## src/rtl/rx_word_align.sv

```systemverilog
// rx_word_align
//
// Finds the word boundary of a deserialised lane by searching for a known
// training word. The lane word and the one before it are concatenated and a
// barrel-shift window is slid one bit at a time until the training word lines
// up. The block declares lock after a run of consecutive matches, then freezes
// the offset and passes payload through. It reports an error if alignment
// takes too long.
//
// Ports
//   SCLK            in   1  receive fabric clock
//   RESETN          in   1  asynchronous active-low reset, released synchronously
//   BIT_ALGN_DONE   in   1  bit alignment complete; alignment only runs while high
//   RX_DATA         in   8  deserialised lane word, bit 0 oldest
//   ALGN_RSTRT      in   1  synchronous restart request (held high keeps IDLE)
//   WORD_DATA       out  8  word-aligned data, registered window
//   WORD_VALID      out  1  WORD_DATA is aligned payload (LOCKED)
//   WORD_ALGN_DONE  out  1  lock achieved
//   WORD_ALGN_ERR   out  1  alignment timed out
//   SLIP_OFFSET     out  3  current bit offset of the window
//
// Handshake: there is no flow control. WORD_DATA advances every cycle and
// WORD_VALID qualifies it; the consumer must take every word WORD_VALID marks.

module rx_word_align #(
    parameter logic [7:0]  TRAIN_PATTERN = 8'hE4,
    parameter int unsigned MATCH_COUNT   = 16,
    parameter int unsigned TIMEOUT       = 1023
) (
    input  logic       SCLK,
    input  logic       RESETN,
    input  logic       BIT_ALGN_DONE,
    input  logic [7:0] RX_DATA,
    input  logic       ALGN_RSTRT,
    output logic [7:0] WORD_DATA,
    output logic       WORD_VALID,
    output logic       WORD_ALGN_DONE,
    output logic       WORD_ALGN_ERR,
    output logic [2:0] SLIP_OFFSET
);

    localparam logic [7:0]  MATCH_TGT = 8'(MATCH_COUNT);
    localparam logic [11:0] TMO_TGT   = 12'(TIMEOUT);

    typedef enum logic [2:0] {
        ST_IDLE,
        ST_SEARCH,
        ST_SLIP_WAIT,
        ST_LOCK_CHK,
        ST_LOCKED,
        ST_ERROR
    } state_e;

    state_e      state_q, state_d;
    logic        run_q;
    logic [7:0]  d1_q, d2_q;
    logic [7:0]  word_q;
    logic [2:0]  slip_q, slip_d;
    logic [7:0]  match_q, match_d;
    logic [11:0] tmo_q, tmo_d;
    logic        done_q, done_d;
    logic        valid_q, valid_d;
    logic        err_q, err_d;

    logic [15:0] shifted;
    logic [7:0]  window;
    logic        hit;
    logic [11:0] tmo_inc;
    logic [7:0]  match_inc;
    logic        tmo_hit;

    // d2 is the older word, so offset 0 selects d2 and each slip pulls one
    // newer bit in from d1.
    assign shifted   = {d1_q, d2_q} >> slip_q;
    assign window    = shifted[7:0];
    assign hit       = (window == TRAIN_PATTERN);
    assign tmo_inc   = tmo_q + 12'd1;
    assign match_inc = match_q + 8'd1;
    assign tmo_hit   = (tmo_inc == TMO_TGT);

    always_comb begin
        state_d = state_q;
        slip_d  = slip_q;
        match_d = match_q;
        tmo_d   = tmo_q;

        if (state_q == ST_IDLE) begin
            slip_d  = 3'd0;
            match_d = 8'd0;
            tmo_d   = 12'd0;
            if (BIT_ALGN_DONE && !ALGN_RSTRT) begin
                state_d = ST_SEARCH;
            end
        end else if (ALGN_RSTRT || !BIT_ALGN_DONE) begin
            // Restart or loss of bit alignment abandons everything, including
            // a frozen offset from LOCKED or ERROR.
            state_d = ST_IDLE;
            slip_d  = 3'd0;
            match_d = 8'd0;
            tmo_d   = 12'd0;
        end else begin
            case (state_q)
                ST_SEARCH: begin
                    tmo_d = tmo_inc;
                    if (tmo_hit) begin
                        state_d = ST_ERROR;
                    end else if (hit) begin
                        match_d = 8'd1;
                        state_d = (MATCH_TGT == 8'd1) ? ST_LOCKED : ST_LOCK_CHK;
                    end else begin
                        slip_d  = slip_q + 3'd1;
                        state_d = ST_SLIP_WAIT;
                    end
                end
                ST_SLIP_WAIT: begin
                    tmo_d   = tmo_inc;
                    state_d = tmo_hit ? ST_ERROR : ST_SEARCH;
                end
                ST_LOCK_CHK: begin
                    tmo_d = tmo_inc;
                    if (tmo_hit) begin
                        // Timeout wins even if this word would have completed lock.
                        state_d = ST_ERROR;
                    end else if (hit) begin
                        match_d = match_inc;
                        if (match_inc == MATCH_TGT) begin
                            state_d = ST_LOCKED;
                        end
                    end else begin
                        match_d = 8'd0;
                        slip_d  = slip_q + 3'd1;
                        state_d = ST_SLIP_WAIT;
                    end
                end
                ST_LOCKED: begin
                    state_d = ST_LOCKED;
                end
                ST_ERROR: begin
                    state_d = ST_ERROR;
                end
                default: begin
                    state_d = ST_IDLE;
                end
            endcase
        end

        // Status flags are registered copies of the next state so they change
        // on the same edge the state does; LOCKED and ERROR are exclusive.
        done_d  = (state_d == ST_LOCKED);
        valid_d = (state_d == ST_LOCKED);
        err_d   = (state_d == ST_ERROR);
    end

    always_ff @(posedge SCLK or negedge RESETN) begin
        if (!RESETN) begin
            run_q   <= 1'b0;
            d1_q    <= 8'h00;
            d2_q    <= 8'h00;
            word_q  <= 8'h00;
            state_q <= ST_IDLE;
            slip_q  <= 3'd0;
            match_q <= 8'd0;
            tmo_q   <= 12'd0;
            done_q  <= 1'b0;
            valid_q <= 1'b0;
            err_q   <= 1'b0;
        end else begin
            d1_q   <= RX_DATA;
            d2_q   <= d1_q;
            word_q <= window;
            // run_q delays the control path by one edge after reset release,
            // so the first state update lands on the second edge.
            run_q  <= 1'b1;
            if (run_q) begin
                state_q <= state_d;
                slip_q  <= slip_d;
                match_q <= match_d;
                tmo_q   <= tmo_d;
                done_q  <= done_d;
                valid_q <= valid_d;
                err_q   <= err_d;
            end
        end
    end

    assign WORD_DATA      = word_q;
    assign WORD_VALID     = valid_q;
    assign WORD_ALGN_DONE = done_q;
    assign WORD_ALGN_ERR  = err_q;
    assign SLIP_OFFSET    = slip_q;

endmodule
```

## config.mk

```make
export PLATFORM = sky130hd
export DESIGN_NAME = rx_word_align
export DESIGN_NICKNAME = d
export VERILOG_FILES = /design/src/rtl/rx_word_align.sv
export SDC_FILE = /design/constraint.sdc
export NUM_CORES = 1
export LEC_CHECK = 0
export CAP_MARGIN = 20
export CORE_ASPECT_RATIO = 1.1
export CORE_MARGIN = 4
export CORE_UTILIZATION = 45
export DETAILED_ROUTE_END_ITERATION = 8
export SYNTH_ARGS = -nofsm -noshare
export SYNTH_HDL_FRONTEND = slang
export SYNTH_SLANG_ARGS = --single-unit
```

## constraint.sdc

```tcl
create_clock -name SCLK -period 2.9 [get_ports SCLK]
set_input_delay 0.725 -clock SCLK [delete_from_list [all_inputs] [get_ports SCLK]]
set_output_delay 0.725 -clock SCLK [all_outputs]
set_load 0.05 [all_outputs]
```

==> results of run 1 <==
power by group through the flow:
stage               clock network [mW]  registers, mW  logic (mW)
floorplan                            0          0.855       0.116
detailed placement                   0          0.812       0.247
CTS                              0.524          0.798       0.248
global route                     0.556          0.801       0.273
finish                           0.503          0.796       0.253
global placement                     0          0.812       0.247
layout make-up:
cell class	instances	share of cell area
clock buffer	6	0.0215
clock inverter	2	0.0115
inverter	13	0.0145
multi-input combinational	209	0.426
sequential	53	0.394
tap	80	0.0297
timing repair buffer	39	0.103
through the flow:
stage / total power, mW / area (um^2) / std cells
6_report: 1.55 / 3370 / 402
5_1_grt: 1.63 / 3370 / 402
4_1_cts: 1.57 / 3350 / 400
3_5_place_dp: 1.06 / 3240 / 392
3_3_place_gp: 1.06 / 3240 / 392
2_1_floorplan: 0.971 / 2880 / 288
metal layers:
layer,up-vias,wire length (um)
met1,1097,2950
met2,34,2990
met4,0,59
li1,1124,-
met5,-,0
met3,7,177
timing repair:
item | 4_1_cts | 5_1_grt
endpoints found under the setup margin | 0 | 9
hold buffers | 0 | 0
gates resized for setup | 0 | 3
hold endpoints to repair | 0 | 0
buffers inserted | 0 | 2
cell usage in the layout (no fill, tap or decap), types with 2 or more instances in the layout:
master            n
inv_1            13
nand3b_1          2
a221o_1           8
o211ai_1          2
dfrtp_2           2
and2_1            2
a221oi_1          2
o21ai_0          17
a21o_1            3
nand4_1           5
o41ai_1           2
clkbuf_8          5
o22ai_1           5
dfrtp_1          51
xnor2_1           2
nand2_1          24
o31ai_1           5
and3_1            5
nor4b_4           2
a31oi_1           4
clkdlybuf4s50_1  24
buf_4            13
o221ai_1          3
nor2_1           26
nor2b_1           4
nand3_1           9
ha_1              5
mux4_2            2
mux2i_1          13
o2bb2ai_1         3
or2_2             6
a21oi_1           9
nand2b_1          6
o21a_1            2
nor3_1            5
o2111ai_1         2
mux2_2            4
worst max path at each step:
stage / to
2_1_floorplan: match_q[4]$_DFFE_PN0P_
3_3_place_gp: match_q[5]$_DFFE_PN0P_
3_5_place_dp: match_q[4]$_DFFE_PN0P_
4_1_cts: match_q[6]$_DFFE_PN0P_
5_1_grt: match_q[6]$_DFFE_PN0P_
6_report: match_q[6]$_DFFE_PN0P_
cell families after synthesis:
| logic type | after synthesis | synth area share |
|---|---|---|
| simple gates | 104 | 0.192 |
| mux | 21 | 0.0851 |
| xor+xnor | 2 | 0.00608 |
| fa+ha+maj | 5 | 0.0217 |
| flops | 53 | 0.460 |
| compound gates | 76 | 0.188 |
| buf+inv | 26 | 0.0456 |
| other cells | 1 | 0.00130 |
sequential cells by signal (all words and copies together), names as in the netlist:
signal         flops
WORD_ALGN_ERR      1
SLIP_OFFSET        3
tmo_q             12
WORD_DATA          8
WORD_VALID         1
match_q            8
run_q              1
d2_q               8
d1_q               8
state_q            3
worst max-delay path, stage by stage, from the launching register on:
cell	delay [ns]
dfrtp_2	0.44
buf_4	0.13
mux4_2	0.50
nand2_1	0.10
o221ai_2	0.12
nor4b_4	0.34
nand2_2	0.15
a21bo_1	0.23
a21o_2	0.28
a221o_1	0.36
==> results.txt, run 1 <==
Total GRT Usage -> 0.163
Leakage Power -> 1.42 nW
Power density normalized to cell area -> 460 mW/mm^2
Antenna Violating Nets Remaining -> 0
Outcome -> complete, no violations
Area of the mapped netlist -> 0.00288 mm^2
Starting utilization of the core area -> 0.465
Int Pwr -> 1.13 mW
Clock tree buffer depth -> 2
Post-Route Hold Slack -> 0.333 ns
Average wire per cell in the routed design -> 15.4 um
Register bit count reported by yosys -> 53
Largest net degree at the start of global routing -> 24
Endpoint type of the worst setup path -> register
Reg2Reg Launch Point -> SLIP_OFFSET[0]$_DFFE_PN0P_
Part of the power in registers -> 0.513
Share of the synthesized area in the top cell type -> 0.460
GR met1 Demand/Resource -> 0.220
Number of setup violations in the final report -> 0
Post-synthesis instance total -> 288
Global-route track usage on met2 -> 0.268
Combinational cell fraction of total power -> 0.163
Number of global-route vias before repair -> 2125
Max-cap viol count -> 0
Critical Path Start Type -> register
Switch share -> 0.270
TritonRoute pass-1 iters -> 4
Number of sinks driven by the clock tree -> 53
Post-route DRC violation count -> 0
Master cell of the clock root buffer -> clkbuf_8
Die area -> 0.00775 mm^2
Sequential cell area -> 0.00133 mm^2
Depth of the CTS H-tree -> 2
Residual overflow from global routing -> 0
Unrepaired setup endpoints after global routing -> false
Worst-path maximum fanout -> 8
Area occupied by multi-input gates -> 0.00144 mm^2
Final worst path period share -> 0.955
I/O pin count -> 26
First element of the critical path -> SLIP_OFFSET[0]$_DFFE_PN0P_
Capturing point of the worst reg2reg path -> match_q[6]$_DFFE_PN0P_
Commonest cells in the synthesized netlist -> 53 x dfrtp_1, 26 x nor2_1, 24 x nand2_1
Share of synthesized area occupied by flip-flops and latches -> 0.460
Slew at the pin closest to its max-slew limit -> 0.548 ns
Cell taking the most area after synthesis -> dfrtp_1
Width of the die -> 84.3 um
Post-synthesis average cell area -> 10.0 um^2
Highest Clock Rate -> 0.361 GHz
Die Y -> 91.9 um
Number of antenna violations at the first check in global routing -> 0
Net Switching -> 419 uW
Final setup skew -> 0.0143 ns
Clk pwr share -> 0.324
Fraction of registers with async set or reset after synthesis -> 1.00
Overall routed net length -> 6180 um
Layout Utilization -> 0.545
Worst-skew pair later-pin latency -> 0.31 ns
Final-layout fill cell count -> 547
Clk pin slew, worst setup/hold paths -> 0.10 ns
Row count -> 30
Via-per-instance ratio -> 5.63
Number of vias in the routed layout -> 2262
Final estimated routing congestion in global placement -> 0.903
Area Overhead vs Synth -> 17.1%
Type of the worst setup path -> reg -> reg
Number of nets in the synthesized netlist -> 305
Clock tree from TritonCTS -> done
Count of flip-flops with a built-in enable after synthesis -> 0
Setup slack at placement -> 0.0418 ns
Prevailing post-synth register cell -> dfrtp_1
Post-Route Setup TNS -> 0 ns
NumNets Final -> 338
Worst EP required -> 3.09 ns
Count of cell types in the netlist -> 56
Data arrival time of the worst path -> 2.96 ns
Total of warnings raised by yosys -> 0
Core area -> 0.00619 mm^2
Most instantiated library cell after synthesis -> dfrtp_1
Worst slew slack as a fraction of its limit -> 0.632
Inserted Diodes -> 0
Cells taking the most area after synthesis -> dfrtp_1 46%, mux2i_1 4.9%, nor2_1 3.4%
Hold crit path type -> in -> async
TritonCTS buffer count -> 5
GR peak layer -> met2
Number of max-slew violations in the final report -> 0
Worst IR Drop VDD -> 0.238 mV
Count of input and output buffers -> 25
Violation count after the first detailed-routing iteration -> 96
Wire length of the first global-routing pass -> 10400 um
Depth of the most critical reg-to-reg path -> 9
Global-route track usage on met3 -> 0.0314
Post-detailed-placement half-perimeter wirelength -> 4470 um
Count of final hold-check violations -> 0
Internal reg-to-reg setup slack -> 0.13 ns
Minimum clock period -> 2.77 ns
Post-layout worst setup margin -> 0.131 ns
Fraction of layout instances using a drive strength above 1 -> 0.140
No activity file was read; power rests on OpenSTA's default activity.
==> run 2: changes to the inputs <==
Settings changed: ABC_CLOCK_PERIOD_IN_PS set to 2900.
==> results of run 2 <==
Same layout as run 1: the final DEF is identical, and so are final timing and power.
==> run 3: changes to the inputs <==
Settings changed: CTS_CLUSTER_SIZE set to 40.
==> results of run 3 <==
Same layout as run 1: the final DEF is identical, and so are final timing and power.
